File: src/rtl/phys_reg_map_table_ctrl.sv
// phys_reg_map_table_ctrl
// Front-end sequencer for the single-op physical register map table. In IDLE it
// arbitrates mispredict recovery, checkpoint saves and renames onto the map table.
// It also forwards correct-branch checkpoint releases alongside those grants.
// On a mispredict with no usable checkpoint it enters WALK. WALK steps back through
// the ROB from youngest to oldest and issues one revert per cycle until it reaches
// the mispredicted branch.
module phys_reg_map_table_ctrl #(
    parameter int ARCH_W = 5,
    parameter int PHYS_W = 6,
    parameter int ROB_W  = 4,
    parameter int COL_W  = 2
) (
    input  logic              clk_i,
    input  logic              nrst_i,

    // dispatch rename
    input  logic              ren_valid_i,
    output logic              ren_ready_o,
    input  logic [ARCH_W-1:0] ren_arch_i,
    input  logic [PHYS_W-1:0] ren_phys_i,

    // dispatch checkpoint save
    input  logic              save_valid_i,
    output logic              save_ready_o,
    input  logic [ROB_W-1:0]  save_rob_i,

    // branch resolution
    input  logic              br_valid_i,
    output logic              br_ready_o,
    input  logic              br_mispred_i,
    input  logic [ROB_W-1:0]  br_rob_i,
    input  logic [COL_W-1:0]  br_col_i,
    input  logic              br_has_ckpt_i,

    // ROB view
    input  logic [ROB_W-1:0]  rob_tail_i,
    output logic [ROB_W-1:0]  walk_idx_o,
    input  logic              walk_wr_reg_i,
    input  logic [ARCH_W-1:0] walk_arch_i,
    input  logic [PHYS_W-1:0] walk_safe_i,
    input  logic [PHYS_W-1:0] walk_spec_i,

    // map table command port
    output logic              mt_rename_valid_o,
    output logic [ARCH_W-1:0] mt_rename_arch_o,
    output logic [PHYS_W-1:0] mt_rename_phys_o,
    output logic              mt_save_valid_o,
    output logic [ROB_W-1:0]  mt_save_rob_o,
    output logic              mt_restore_valid_o,
    output logic              mt_restore_failed_o,
    output logic [ROB_W-1:0]  mt_restore_rob_o,
    output logic [COL_W-1:0]  mt_restore_col_o,
    input  logic              mt_restore_ok_i,
    output logic              mt_revert_valid_o,
    output logic [ARCH_W-1:0] mt_revert_arch_o,
    output logic [PHYS_W-1:0] mt_revert_safe_o,
    output logic [PHYS_W-1:0] mt_revert_spec_o,

    // status
    output logic [COL_W:0]    ckpt_count_o,
    output logic              recovering_o,
    output logic              recover_done_o
);

    typedef enum logic {
        ST_IDLE = 1'b0,
        ST_WALK = 1'b1
    } state_e;

    // Highest number of checkpoints that may be live at once.
    localparam logic [COL_W:0] MAX_CKPT = (COL_W+1)'((1 << COL_W) - 1);
    localparam logic [COL_W:0] CNT_ONE  = (COL_W+1)'(1);
    localparam logic [ROB_W-1:0] ROB_ONE = ROB_W'(1);

    state_e           state_q, state_d;
    logic [ROB_W-1:0] ptr_q, ptr_d;
    logic [ROB_W-1:0] target_q, target_d;
    logic [COL_W:0]   ckpt_count_q, ckpt_count_d;
    logic             recover_done_q, recover_done_d;

    logic             mispred;
    logic             save_grant;
    logic             ren_grant;
    logic             ckpt_release;

    // Payload fields follow their sources. Only the valid strobes are qualified.
    assign mt_rename_arch_o = ren_arch_i;
    assign mt_rename_phys_o = ren_phys_i;
    assign mt_save_rob_o    = save_rob_i;
    assign mt_restore_rob_o = br_rob_i;
    assign mt_restore_col_o = br_col_i;
    assign mt_revert_arch_o = walk_arch_i;
    assign mt_revert_safe_o = walk_safe_i;
    assign mt_revert_spec_o = walk_spec_i;

    assign walk_idx_o     = ptr_q;
    assign ckpt_count_o   = ckpt_count_q;
    assign recovering_o   = (state_q == ST_WALK);
    assign recover_done_o = recover_done_q;

    assign mispred = br_valid_i & br_mispred_i;

    // Arbitration, map-table strobes and next-state selection.
    always_comb begin
        state_d             = state_q;
        ptr_d               = ptr_q;
        target_d            = target_q;
        ckpt_count_d        = ckpt_count_q;
        recover_done_d      = 1'b0;
        ren_ready_o         = 1'b0;
        save_ready_o        = 1'b0;
        br_ready_o          = 1'b0;
        mt_rename_valid_o   = 1'b0;
        mt_save_valid_o     = 1'b0;
        mt_restore_valid_o  = 1'b0;
        mt_restore_failed_o = 1'b0;
        mt_revert_valid_o   = 1'b0;
        save_grant          = 1'b0;
        ren_grant           = 1'b0;
        ckpt_release        = 1'b0;

        case (state_q)
            ST_IDLE: begin
                // A resolving branch is always accepted in IDLE.
                // Mispredicts get the port exclusively.
                br_ready_o = 1'b1;
                if (mispred) begin
                    if (br_has_ckpt_i) begin
                        mt_restore_valid_o  = 1'b1;
                        mt_restore_failed_o = 1'b1;
                    end
                    if (br_has_ckpt_i && mt_restore_ok_i) begin
                        // A checkpoint restore discards every younger checkpoint.
                        ckpt_count_d   = '0;
                        recover_done_d = 1'b1;
                    end else begin
                        state_d  = ST_WALK;
                        ptr_d    = rob_tail_i - ROB_ONE;
                        target_d = br_rob_i;
                    end
                end else begin
                    save_ready_o = (ckpt_count_q < MAX_CKPT);
                    ren_ready_o  = ~save_valid_i;
                    save_grant   = save_valid_i & save_ready_o;
                    ren_grant    = ren_valid_i & ren_ready_o;
                    mt_save_valid_o   = save_grant;
                    mt_rename_valid_o = ren_grant;

                    // A correct branch frees its checkpoint. This uses the restore
                    // lane, so it can share the cycle with a save or a rename.
                    if (br_valid_i && br_has_ckpt_i) begin
                        mt_restore_valid_o = 1'b1;
                        ckpt_release = mt_restore_ok_i & (ckpt_count_q != '0);
                    end

                    if (save_grant && !ckpt_release) begin
                        ckpt_count_d = ckpt_count_q + CNT_ONE;
                    end else if (!save_grant && ckpt_release) begin
                        ckpt_count_d = ckpt_count_q - CNT_ONE;
                    end
                end
            end

            ST_WALK: begin
                // The branch entry itself stays mapped. Reaching it ends the walk.
                if (ptr_q == target_q) begin
                    state_d        = ST_IDLE;
                    ckpt_count_d   = '0;
                    recover_done_d = 1'b1;
                end else begin
                    mt_revert_valid_o = walk_wr_reg_i;
                    ptr_d             = ptr_q - ROB_ONE;
                end
            end

            default: begin
                state_d = ST_IDLE;
            end
        endcase
    end

    // State, walk pointers, checkpoint count and done pulse, with synchronous reset.
    always_ff @(posedge clk_i) begin
        if (!nrst_i) begin
            state_q        <= ST_IDLE;
            ptr_q          <= '0;
            target_q       <= '0;
            ckpt_count_q   <= '0;
            recover_done_q <= 1'b0;
        end else begin
            state_q        <= state_d;
            ptr_q          <= ptr_d;
            target_q       <= target_d;
            ckpt_count_q   <= ckpt_count_d;
            recover_done_q <= recover_done_d;
        end
    end

endmodule

File: config.mk
export PLATFORM = sky130hd
export DESIGN_NAME = phys_reg_map_table_ctrl
export DESIGN_NICKNAME = d
export VERILOG_FILES = /design/src/rtl/phys_reg_map_table_ctrl.sv
export SDC_FILE = /design/constraint.sdc
export NUM_CORES = 1
export LEC_CHECK = 0
export CAP_MARGIN = 20
export CORE_ASPECT_RATIO = 0.9
export CORE_MARGIN = 4
export CORE_UTILIZATION = 56
export CTS_CLUSTER_DIAMETER = 60
export CTS_CLUSTER_SIZE = 10
export DETAILED_ROUTE_END_ITERATION = 16
export DONT_BUFFER_PORTS = 1
export PLACE_DENSITY = 0.78
export SETUP_SLACK_MARGIN = 0.3
export SLEW_MARGIN = 40
export SYNTH_ARGS = -nofsm -noshare
export SYNTH_HDL_FRONTEND = slang
export SYNTH_SLANG_ARGS = --single-unit
export TNS_END_PERCENT = 5
File: constraint.sdc
create_clock -name clk_i -period 1.95 [get_ports clk_i]
set_input_delay 0.2925 -clock clk_i [delete_from_list [all_inputs] [get_ports clk_i]]
set_output_delay 0.2925 -clock clk_i [all_outputs]
set_load 0.05 [all_outputs]
==> run_results.csv <==
group,metric,value,unit
run_status,run_status,"finished clean",
floorplan,initial_utilization,0.601,
worst_setup_path,arrival_time_at_the_worst_endpoint,1.95,ns
pwr,fin_total_pwr,0.000804,W
detailed_routing,route.final.wire_length,2720,um
synth,synth_compound_area_frac,0.107,
synth,register_area_share_after_synthesis,0.220,
floorplan,dieHeight,51.6,um
clock_network,cts.htree.levels,1,
pwr,cellLeakagePower,0.436,nW
synth,syn-num-nets,196,
worst_setup_path,worstSetupStartpoint,"ckpt_count_o[1]",
place,routability_congestion_estimate,0.857,
detailed_routing,wl_per_cell,18.5,um
synth,synth-xor-area-share,0.0370,
floorplan,fp.coreArea,1970,um2
worst_setup_path,worst_ep_required_time,2.16,ns
floorplan,ioPinCount,106,
detailed_routing,vias,869,
place,buffer_ports.inserted,0,
detailed_routing,route.detailed.vias_per_inst,5.91,
worst_hold_path,worst_hold_path_type,"in -> reg",
synth,number_of_flops_mapped_to_enable_cells_by_yosys,0,
pwr,vdd_drop_max,0.522,mV
sta,slew_headroom,0.676,
clock_network,tritoncts_num_sinks,13,
sta,timing.final.crit_share,0.891,
sta,grt_setup_unrepaired,"true",
sta,worst_clock_skew,0.00821,ns
worst_setup_path,timing.rr.end,"ckpt_count_o[1]",
synth,synth.distinct_cells,44,
final_layout,footprint_of_the_multi_input_gates,651,um2
global_route,global_route.overflow_total,0,
global_route,grt_start_max_net_pins,14,
synth,synthesis.instances,143,
run,maxCapViolations,0,
sta,maxClockFrequency,575,MHz
synth,yosys.area_share.adder,0.0455,
synth,synthSimpleGateAreaFrac,0.253,
worst_hold_path,hold-path-cell-count,1,
synth,flop_and_latch_count_out_of_synthesis,13,
floorplan,die_area,2910,um2
place,place_worst_setup_slack,0.0620,ns
detailed_routing,remaining_drc_errors,0,
final_layout,final_net_count,176,
final_layout,area.sequential,278,um2
clock_network,clk_pin_slew_worst_paths,0.08,ns
final_layout,n_antenna_cell,0,
sta,timing_hold_violations_final,0,
sta,finalSetupViolCount,0,
synth,synth_top_family_by_area,"buffers and inverters",
sta,finalSetupTns,0,ns
detailed_routing,detail_route.iter0.violations,9,
synth,post_synthesis_average_cell_area,8.28,um2
final_layout,layout.cells.most_common,"sky130_fd_sc_hd__buf_4",
floorplan,dieWidth,56.5,um
clock_network,hold_fix_buffer_count_after_cts,0,
final_layout,syn_to_final_growth,-3.70,%
synth,yosysWarnings,0,
worst_setup_path,worst-r2r-setup-slack,0.21,ns
final_layout,fraction_of_final_layout_cells_with_drive_strength_greater_than_1,0.369,
detailed_routing,drt.antenna.violating_nets,0,
clock_network,cts_tree,"done",
global_route,grt_use_total,0.180,
final_layout,num-fill-cells,175,
global_route,wire_length_of_the_first_global_routing_pass,4010,um
final_layout,top_library_cells_by_usage_in_the_layout_fill_and_taps_aside,"15 x sky130_fd_sc_hd__buf_4, 7 x sky130_fd_sc_hd__mux2i_1, 7 x sky130_fd_sc_hd__dfxtp_1",
sta,final_critical_path_setup_slack,0.212,ns
sta,slew_violations,0,
worst_setup_path,worst_r2r_path_depth,5,
clock_network,clk-insertion-delay-late,0.28,ns
floorplan,cell_rows,15,
pwr,pwr_dens,706,nW/um2
clock_network,cts.path.max_buffers,2,
global_route,vias_in_the_first_global_route,827,
place,hpwlAfterDp,2120,um
clock_network,cts-buffers-inserted,3,
sta,final.min_clock_period,1.74,ns
worst_setup_path,rr_startpoint,"ckpt_count_o[1]",
worst_setup_path,timing.critical_path.from_type,"flop",
worst_setup_path,timing.critical_path.to,"ckpt_count_o[1]",
synth,area_of_the_mapped_netlist,1180,um2
worst_setup_path,path_max_fanout,2,
worst_setup_path,crit_type,"reg -> reg",
detailed_routing,detail_route.first_pass.iterations,4,
sta,worstMarginPinSlew,0.488,ns
synth,yosys_most_used_dff,"sky130_fd_sc_hd__dfxtp_1",
synth,synth.area.mux_share,0.0592,
clock_network,root_buffer,"sky130_fd_sc_hd__clkbuf_4",
global_route,antenna_found_initial,0,
synth,synthArstFlopShare,0,
worst_setup_path,cp-end-kind,"flop",
[power by group]
| part | switching [W] | total (W) | internal (W) |
|---|---|---|---|
| clock network | 0.0000886 | 0.000168 | 0.0000793 |
| registers | 0.0000220 | 0.000307 | 0.000285 |
| logic | 0.000206 | 0.000329 | 0.000123 |
[layout make-up]
cell class              instances  share of cell area
multi-input cells              84               0.571
flip-flops and latches         13               0.244
repair buffers                 17               0.119
well taps                      25              0.0274
clock buffers                   4              0.0231
inverters                       4              0.0165
[cells by family after synthesis]
kind of cell / count (synthesis)
xor gates and xnor gates: 5
muxes: 7
buffers and inverters: 46
DFF: 13
and+or+nand+nor: 51
AOI/OAI and AO/OA: 17
adders and majority gates: 4
[state kept, by name, indices dropped and copies added, names as in the netlist]
| signal | count |
|---|---|
| target_q | 4 |
| walk_idx_o | 4 |
| ckpt_count_o | 3 |
| recover_done_o | 1 |
| recovering_o | 1 |
[worst min path at each step]
stage	startpoint	to	slack, ns
global placement	nrst_i	recovering_o	0.42
detailed placement	nrst_i	recovering_o	0.42
global route	nrst_i	walk_idx_o[2]	0.12
CTS	nrst_i	walk_idx_o[2]	0.12
finish	nrst_i	walk_idx_o[2]	0.13
floorplan	br_rob_i[3]	target_q[3]	0.44
[worst max-delay path, cell delays in order, from the launching register on]
cell and delay [ns]:
sky130_fd_sc_hd__dfxtp_4 0.35, sky130_fd_sc_hd__maj3_2 0.34, sky130_fd_sc_hd__nor2_4 0.11, sky130_fd_sc_hd__fa_1 0.40, sky130_fd_sc_hd__or3_1 0.36, sky130_fd_sc_hd__a31oi_1 0.12
[metrics by stage]
stage / cell area, um2 / std cells / hold WS [ns] / utilization
after floorplan: 1250 / 143 / 0.440 / -
after global placement: 1070 / 141 / 0.416 / 0.544
after detailed placement: 1070 / 141 / 0.424 / 0.544
after CTS: 1110 / 146 / 0.118 / 0.563
after global routing: 1140 / 147 / 0.122 / 0.578
final: 1140 / 147 / 0.128 / 0.578
[repair_timing]
action | 4_1_cts | 5_1_grt
pin swaps | 2 | 6
endpoints found under the setup margin | 6 | 9
gates resized for setup | 1 | 7
setup buffers | 1 | 1
[per-layer routing]
layer	routed length, um	vias up	share of wire	global-route usage
met5	0	-	0	0
met4	82	0	0.030	0.0870
met3	270	18	0.099	0.0720
met2	1430	52	0.53	0.317
met1	933	392	0.34	0.186
li1	-	407	-	-
[synth_stat cells, types with 2 or more instances]
| master | instances | area (um2) |
|---|---|---|
| sky130_fd_sc_hd__nor2b_1 | 4 | 25.0 |
| sky130_fd_sc_hd__nor3_1 | 5 | 25.0 |
| sky130_fd_sc_hd__nor2_1 | 7 | 26.3 |
| sky130_fd_sc_hd__nand3_1 | 6 | 30.0 |
| sky130_fd_sc_hd__nor3b_1 | 2 | 15.0 |
| sky130_fd_sc_hd__nand2_1 | 7 | 26.3 |
| sky130_fd_sc_hd__inv_1 | 3 | 11.3 |
| sky130_fd_sc_hd__buf_4 | 40 | 300 |
| sky130_fd_sc_hd__a21oi_1 | 4 | 20.0 |
| sky130_fd_sc_hd__and2_1 | 5 | 31.3 |
| sky130_fd_sc_hd__xnor2_1 | 4 | 35.0 |
| sky130_fd_sc_hd__and3_1 | 4 | 25.0 |
| sky130_fd_sc_hd__mux2i_1 | 7 | 70.1 |
| sky130_fd_sc_hd__a21o_1 | 2 | 15.0 |
| sky130_fd_sc_hd__dfxtp_1 | 13 | 260 |
| sky130_fd_sc_hd__nand2b_1 | 2 | 12.5 |
No activity file was read; power rests on OpenSTA's default activity.
